`src/rtl/puzzle_pkg.sv`:
```
// ----------------------------------------------------------------------------
// puzzle_pkg
// Shared definitions for the 2x2 sliding-puzzle front end:
//   - game_status encodings seen by the move controller
//   - button bit positions (direction buttons, then confirm, then restart)
//   - the four selectable start boards (4 tiles x 3 bits)
//   - helpers: start-board lookup, lowest-index direction pick
// None of the start boards is a solved pattern once slot [5:3] is blanked,
// so a freshly loaded game can never win before a move is made.
// ----------------------------------------------------------------------------
package puzzle_pkg;

  localparam logic [1:0] CHOSE_BOARD  = 2'b00;
  localparam logic [1:0] GAMING       = 2'b01;
  localparam logic [1:0] GAME_INITIAL = 2'b10;
  localparam logic [1:0] WINNED       = 2'b11;

  localparam int DIR_UP      = 0;
  localparam int DIR_RIGHT   = 1;
  localparam int DIR_DOWN    = 2;
  localparam int DIR_LEFT    = 3;
  localparam int BTN_CONFIRM = 4;
  localparam int BTN_RESTART = 5;
  localparam int NUM_BTN     = 6;

  typedef logic [11:0] board_t;

  localparam board_t BOARD_0 = 12'b010_000_001_011;
  localparam board_t BOARD_1 = 12'b001_011_000_010;
  localparam board_t BOARD_2 = 12'b011_010_001_000;
  localparam board_t BOARD_3 = 12'b000_010_011_001;

  function automatic board_t board_lut(input logic [1:0] sel);
    board_t b;
    case (sel)
      2'd0:    b = BOARD_0;
      2'd1:    b = BOARD_1;
      2'd2:    b = BOARD_2;
      default: b = BOARD_3;
    endcase
    return b;
  endfunction

  // Simultaneous direction presses: lowest index wins, the rest are dropped.
  function automatic logic [3:0] lowest_dir(input logic [3:0] v);
    logic [3:0] r;
    r = 4'b0000;
    if      (v[DIR_UP])    r[DIR_UP]    = 1'b1;
    else if (v[DIR_RIGHT]) r[DIR_RIGHT] = 1'b1;
    else if (v[DIR_DOWN])  r[DIR_DOWN]  = 1'b1;
    else if (v[DIR_LEFT])  r[DIR_LEFT]  = 1'b1;
    return r;
  endfunction

endpackage

```
`src/rtl/puzzle_game_sequencer_btn_debounce.sv`:
```
// ----------------------------------------------------------------------------
// btn_debounce
// One push-button conditioner: 2-FF synchronizer, stability counter and a
// one-cycle press pulse on the rising edge of the debounced level.
// Ports:
//   clk_d   - game clock
//   reset   - async active-high reset, clears everything
//   i_btn   - raw button level
//   o_press - one-cycle pulse when the debounced level goes 0 -> 1
// The debounced level flips on the edge where the counter already holds
// DEBOUNCE_CYCLES-1, i.e. after DEBOUNCE_CYCLES consecutive disagreeing
// synced samples; the press pulse is registered on that same edge.
// ----------------------------------------------------------------------------
module btn_debounce #(
  parameter logic [15:0] DEBOUNCE_CYCLES = 16'd50000,
  parameter int          CNT_W           = 16
) (
  input  logic clk_d,
  input  logic reset,
  input  logic i_btn,
  output logic o_press
);

  localparam logic [CNT_W-1:0] LIMIT = CNT_W'(DEBOUNCE_CYCLES - 16'd1);

  logic [1:0]       r_sync;
  logic             r_level;
  logic [CNT_W-1:0] r_cnt;
  logic             w_diff;
  logic             w_flip;

  assign w_diff = r_sync[1] ^ r_level;
  assign w_flip = w_diff && (r_cnt == LIMIT);

  always_ff @(posedge clk_d or posedge reset) begin
    if (reset) begin
      r_sync  <= 2'b00;
      r_level <= 1'b0;
      r_cnt   <= '0;
      o_press <= 1'b0;
    end else begin
      r_sync  <= {r_sync[0], i_btn};
      o_press <= w_flip & r_sync[1];
      if (!w_diff || w_flip) r_cnt <= '0;
      else                   r_cnt <= r_cnt + CNT_W'(1);
      if (w_flip) r_level <= r_sync[1];
    end
  end

endmodule

```
`src/rtl/puzzle_game_sequencer.sv`:
```
// ----------------------------------------------------------------------------
// puzzle_game_sequencer
// Front end for the 2x2 sliding-puzzle move controller: conditions the
// buttons, sequences game_status, presents the start board, issues one-cycle
// move pulses and counts moves.
// Ports:
//   clk_d, reset          - game clock, async active-high reset
//   btn_dir[3:0]          - raw up/right/down/left buttons
//   btn_confirm           - raw confirm button
//   btn_restart           - raw restart button
//   board_sel[1:0]        - start-board select, sampled while selecting
//   win_flag              - solved indication from the controller (lags 1 cycle)
//   game_status[1:0]      - 00 choose, 01 gaming, 10 initial/blank, 11 won
//   act[3:0]              - one-hot move pulse
//   origin_board[11:0]    - start board handed to the controller
//   game_rst              - board-load strobe (only in the LOAD cycle)
//   move_count[MOVE_W-1:0]- saturating count of issued moves since load
// ----------------------------------------------------------------------------
module puzzle_game_sequencer
  import puzzle_pkg::*;
#(
  parameter logic [15:0] DEBOUNCE_CYCLES = 16'd50000,
  parameter int          CNT_W           = 16,
  parameter int          MOVE_W          = 8
) (
  input  logic              clk_d,
  input  logic              reset,
  input  logic [3:0]        btn_dir,
  input  logic              btn_confirm,
  input  logic              btn_restart,
  input  logic [1:0]        board_sel,
  input  logic              win_flag,
  output logic [1:0]        game_status,
  output logic [3:0]        act,
  output logic [11:0]       origin_board,
  output logic              game_rst,
  output logic [MOVE_W-1:0] move_count
);

  localparam logic [2:0] S_SELECT = 3'd0;
  localparam logic [2:0] S_LATCH  = 3'd1;
  localparam logic [2:0] S_LOAD   = 3'd2;
  localparam logic [2:0] S_BLANK  = 3'd3;
  localparam logic [2:0] S_PLAY   = 3'd4;
  localparam logic [2:0] S_WON    = 3'd5;

  logic [NUM_BTN-1:0] w_raw;
  logic [NUM_BTN-1:0] w_press;
  logic [2:0]         r_state;
  logic [2:0]         w_next;
  logic [1:0]         r_settle;
  logic [3:0]         r_act_d;
  logic [3:0]         r_held;
  logic [3:0]         w_held_next;
  logic [3:0]         w_issue;
  logic [3:0]         w_dir;
  logic               w_win_ok;

  function automatic logic [1:0] status_of(input logic [2:0] s);
    logic [1:0] st;
    case (s)
      S_LOAD:  st = GAMING;
      S_BLANK: st = GAME_INITIAL;
      S_PLAY:  st = GAMING;
      S_WON:   st = WINNED;
      default: st = CHOSE_BOARD;
    endcase
    return st;
  endfunction

  assign w_raw = {btn_restart, btn_confirm, btn_dir};

  for (genvar gi = 0; gi < NUM_BTN; gi++) begin : g_btn
    btn_debounce #(
      .DEBOUNCE_CYCLES(DEBOUNCE_CYCLES),
      .CNT_W          (CNT_W)
    ) u_db (
      .clk_d  (clk_d),
      .reset  (reset),
      .i_btn  (w_raw[gi]),
      .o_press(w_press[gi])
    );
  end

  assign w_dir = w_press[3:0];

  // win_flag reflects a move two cycles after its act pulse, so it is only
  // trusted once the settle window is over and no pulse is in that pipeline.
  assign w_win_ok = win_flag && (r_settle == 2'd0) && (act == 4'b0000) &&
                    (r_act_d == 4'b0000);

  always_comb begin
    w_next      = r_state;
    w_issue     = 4'b0000;
    w_held_next = 4'b0000;
    case (r_state)
      S_SELECT: if (w_press[BTN_CONFIRM]) w_next = S_LATCH;
      S_LATCH:  w_next = S_LOAD;
      S_LOAD:   w_next = S_BLANK;
      S_BLANK:  w_next = S_PLAY;
      S_PLAY: begin
        if (w_press[BTN_RESTART])  w_next = S_LATCH;
        else if (w_win_ok)         w_next = S_WON;
        else if (r_held != 4'b0)   w_issue = r_held;  // fresh press this cycle dropped
        else if (w_dir != 4'b0) begin
          // A press landing while a pulse is out waits one cycle to keep
          // pulses at least two cycles apart.
          if (act != 4'b0) w_held_next = lowest_dir(w_dir);
          else             w_issue     = lowest_dir(w_dir);
        end
      end
      S_WON: begin
        if (w_press[BTN_RESTART])      w_next = S_LATCH;
        else if (w_press[BTN_CONFIRM]) w_next = S_SELECT;
      end
      default: w_next = S_SELECT;
    endcase
  end

  always_ff @(posedge clk_d or posedge reset) begin
    if (reset) begin
      r_state      <= S_SELECT;
      game_status  <= CHOSE_BOARD;
      act          <= 4'b0000;
      r_act_d      <= 4'b0000;
      r_held       <= 4'b0000;
      game_rst     <= 1'b0;
      origin_board <= BOARD_0;
      move_count   <= '0;
      r_settle     <= 2'd0;
    end else begin
      r_state     <= w_next;
      game_status <= status_of(w_next);
      act         <= w_issue;
      r_act_d     <= act;
      r_held      <= w_held_next;
      game_rst    <= (w_next == S_LOAD);
      // Board only tracks board_sel while selecting; restart replays it.
      if (r_state == S_SELECT) origin_board <= board_lut(board_sel);
      if (w_next == S_LOAD)
        move_count <= '0;
      else if ((w_issue != 4'b0) && (move_count != {MOVE_W{1'b1}}))
        move_count <= move_count + MOVE_W'(1);
      if (r_state == S_BLANK)      r_settle <= 2'd2;
      else if (r_settle != 2'd0)   r_settle <= r_settle - 2'd1;
    end
  end

endmodule

```
`config.mk`:
```
export PLATFORM = sky130hd
export DESIGN_NAME = puzzle_game_sequencer
export DESIGN_NICKNAME = d
export VERILOG_FILES = /design/src/rtl/puzzle_pkg.sv /design/src/rtl/puzzle_game_sequencer_btn_debounce.sv /design/src/rtl/puzzle_game_sequencer.sv
export SDC_FILE = /design/constraint.sdc
export NUM_CORES = 1
export LEC_CHECK = 0
export ABC_AREA = 0
export BUFFER_PORTS_ARGS = -buffer_cell sky130_fd_sc_hd__buf_4
export CORE_ASPECT_RATIO = 1.25
export CORE_UTILIZATION = 50
export DETAILED_ROUTE_END_ITERATION = 12
export GPL_TIMING_DRIVEN = 0
export MAX_ROUTING_LAYER = met4
export PLACE_DENSITY = 0.65
export SLEW_MARGIN = 20
export SYNTH_ARGS = -nofsm -noshare
export SYNTH_HDL_FRONTEND = slang
export SYNTH_SLANG_ARGS = --single-unit
export TNS_END_PERCENT = 20
```
`constraint.sdc`:
```
create_clock -name clk_d -period 7.65 [get_ports clk_d]
set_input_delay 0.3825 -clock clk_d [delete_from_list [all_inputs] [get_ports clk_d]]
set_output_delay 0.3825 -clock clk_d [all_outputs]
set_load 0.03 [all_outputs]
```
==> qor.csv <==
stage,metric,value,unit
grt,grt_antenna_before_repair,0,
route,drt-total-wl,13200,um
place,dpl.hpwl,8990,um
sta,tns,0,ns
sta,post-route-period-util,28.0,%
sta,finalClockSkew,0.00652,ns
place,number_of_cells_after_detailed_placement,894,
route,post-route-drc-count,0,
sta,timing.final.crit_period,2.14,ns
die,num_io_pins,38,
logic_synthesis,synth.top_cells.by_count,"152 x sky130_fd_sc_hd__dfrtp_1, 92 x sky130_fd_sc_hd__nor2_1, 58 x sky130_fd_sc_hd__nand2_1",
logic_synthesis,yosys_most_used_dff,sky130_fd_sc_hd__dfrtp_1,
logic_synthesis,synth_top_area_share,52.6,%
clock_network,clk_pin_slew_worst_paths,0.07,ns
die,fp.dieArea,15000,sq um
clock_network,clock_sink_count,156,
place,place.gp.congestion,0.818,
clock_network,worstSkewPairLatency,0.42,ns
run,timing.max_cap.violations,0,
outcome,run_status,completed,
logic_synthesis,synth_top_area_cell,sky130_fd_sc_hd__dfrtp_1,
sta,final_max_slew_viol_count,0,
sta,final_report_setup_violation_count,0,
cells_and_area,syn_to_final_growth,15.0,%
grt,grt_start_max_net_pins,110,
die,die-width,110,um
clock_network,cts_hold_buf,1,
logic_synthesis,synthesis.instances,682,
grt,grt_pass1_wl,22600,um
logic_synthesis,post_synth_main_area_contributors,"sky130_fd_sc_hd__dfrtp_1 53%, sky130_fd_sc_hd__nor2_1 4.8%, sky130_fd_sc_hd__xor2_1 4.6%",
grt,grt.overflow.total,0,
pwr,power,1.69,mW
clock_network,tritoncts,yes,
hold_path,hold_class,input port to register,
route,dr_total_vias,5174,
route,drt_first_iter_violations,327,
logic_synthesis,asyncSetResetFlopFracSynth,100,%
worst_setup_path,crit_end_element,register,
pwr,cellLeakagePower,3.69,nW
die,fp-row-count,48,
route,post_detailed_route_wirelength_per_cell,14.2,um
worst_setup_path,crit_path_start_kind,register,
logic_synthesis,syn-cell-area,7230,sq um
logic_synthesis,synth-edff-count,0,
logic_synthesis,postSynthRegisterBits,156,
worst_setup_path,critical_path_class,register to register,
logic_synthesis,post-synth-top-count-cell,sky130_fd_sc_hd__dfrtp_1,
logic_synthesis,synth_warnings,0,
clock_network,cts-htree-levels,4,
logic_synthesis,synth.lib_cells_used.distinct,55,
clock_network,post_cts_resized,0,
worst_setup_path,cp_data_required_time,7.93,ns
worst_setup_path,cp_num_buf_inv,1,
grt,first_global_vias,5068,
logic_synthesis,avgSynthCellArea,10.6,sq um
route,ant_nets_after_route,0,
sta,slew_headroom,53.8,%
clock_network,cts-root-buf,sky130_fd_sc_hd__clkbuf_16,
clock_network,cts_inserted_buffers,17,
worst_setup_path,crit_family,simple AND/OR/NAND/NOR gates,
logic_synthesis,part_of_the_yosys_area_used_for_sequential_elements,54.0,%
sta,max_slew.worst_pin.slew,0.687,ns
die,initial_core_util,51.7,%
worst_setup_path,cells_along_the_critical_path,ha_1 > nand3_1 > nand4b_1 > nand2_1 > clkbuf_1 > nor2_1,
pwr,power.density,204,nW/um^2
cells_and_area,nets,764,
cells_and_area,antennaDiodeCount,0,
route,drt-vias-per-instance,5.58,
route,detailedRoute.firstPassIterationCount,6,
worst_setup_path,cp_slowest_cell,sky130_fd_sc_hd__clkbuf_1,
die,core_region_area,14000,sq um
grt,groute.usage.overall,20.0,%
die,die_height,136,um
worst_setup_path,worst-endpoint-arrival,2.43,ns
cells_and_area,post_route_cells_drive_above_1_share,13.3,%
worst_setup_path,critical_path.max_stage_delay,0.43,ns
sta,highest_clock_rate,0.467,GHz
pwr,worst_ir_drop_vdd,0.147,mV
sta,timing_hold_violations_final,0,
place,placement.io_buffers,33,
worst_setup_path,critical_path.max_fanout,10,
sta,hold-worst-slack,0.0628,ns
clock_network,post_cts_setup_inserts,0,
clock_network,bufs_on_longest_clock_path,2,
sta,grt_setup_unrepaired,no,
cells_and_area,final_cells,927,
-- path summary, 6_finish.rpt --
path	startpoint	endpoint	slack (ns)	cells past startpoint
max	g_btn[5].u_db.r_cnt[0]	g_btn[5].u_db.r_cnt[10]	5.51	6
min	btn_restart	g_btn[5].u_db.r_sync[0]	0.06	1
max reg2reg	g_btn[5].u_db.r_cnt[0]	g_btn[5].u_db.r_cnt[10]	5.51	6
min reg2reg	g_btn[4].u_db.r_sync[0]	g_btn[4].u_db.r_sync[1]	0.35	0
max in group asynchronous	reset	origin_board[10]	6.31	4
min in group asynchronous	reset	g_btn[0].u_db.r_cnt[4]	0.50	3
-- state kept, by name (all words and copies together), names as in the netlist --
name and flops:
r_settle 2, r_act_d 4, r_state 3, r_held 4, g_btn.u_db.r_level 6, game_rst 1, g_btn.u_db.o_press 6, game_status 2
g_btn.u_db.r_sync 12, act 4, move_count 8, origin_board 8, g_btn.u_db.r_cnt 96
-- kinds of logic (layout without fill, tap and decap cells) --
logic type | Yosys count | after routing | synth area share (%)
adders and majority gates | 14 | 14 | 2.42
other | 1 | 4 | 0.0518
xor gates and xnor gates | 75 | 75 | 9.08
DFF | 156 | 156 | 54.0
buffers and inverters | 39 | 106 | 2.39
muxes | 14 | 14 | 2.09
AOI/OAI and AO/OA | 54 | 54 | 5.24
and+or+nand+nor | 329 | 329 | 24.7
-- through the flow --
| stage | instance area [sq um] | utilization [%] | worst slack [ns] |
|---|---|---|---|
| detailed placement | 7750 | 55.4 | 5.54 |
| global route | 8320 | 59.5 | 5.34 |
| finish | 8320 | 59.5 | 5.51 |
| global placement | 7710 | 55.1 | 1.50 |
| CTS | 8320 | 59.5 | 5.51 |
| floorplan | 7240 | - | 3.07 |
-- layer usage --
| layer | part of all wire [%] | vias to the layer above | global-route usage (%) |
|---|---|---|---|
| met5 | 0 | - | - |
| met4 | 1.1 | 0 | 7.11 |
| met3 | 3.3 | 10 | 4.84 |
| met2 | 50 | 87 | 32.7 |
| met1 | 46 | 2559 | 24.1 |
| li1 | - | 2518 | - |
-- cells in the final DEF (no fill, tap or decap), types with 12 or more instances in the layout --
master and n:
sky130_fd_sc_hd__buf_4 37, sky130_fd_sc_hd__inv_1 19, sky130_fd_sc_hd__a21oi_1 17, sky130_fd_sc_hd__nor4_1 12
sky130_fd_sc_hd__nand2_1 58, sky130_fd_sc_hd__nand4_1 32, sky130_fd_sc_hd__and3_1 22, sky130_fd_sc_hd__dfrtp_1 152
sky130_fd_sc_hd__nor3_1 13, sky130_fd_sc_hd__nand3_1 28, sky130_fd_sc_hd__ha_1 14, sky130_fd_sc_hd__xor2_1 38
sky130_fd_sc_hd__o21ai_0 12, sky130_fd_sc_hd__clkbuf_16 17, sky130_fd_sc_hd__nor2_1 92, sky130_fd_sc_hd__xnor2_1 37
-- where the power goes --
part	switching, mW	internal [mW]
logic	0.0360	0.0178
clock network	0.344	0.452
registers	0.00884	0.836
-- cell type report --
class,instances,area [sq um]
flip-flops and latches,156,3910
multi-input cells,490,3160
clock inverters,15,140
well taps,175,219
clock buffers,17,425
plain buffers,19,97.6
inverters,20,82.6
repair buffers,35,285
fillers,1159,5670
(Power assumes the default switching activity.)
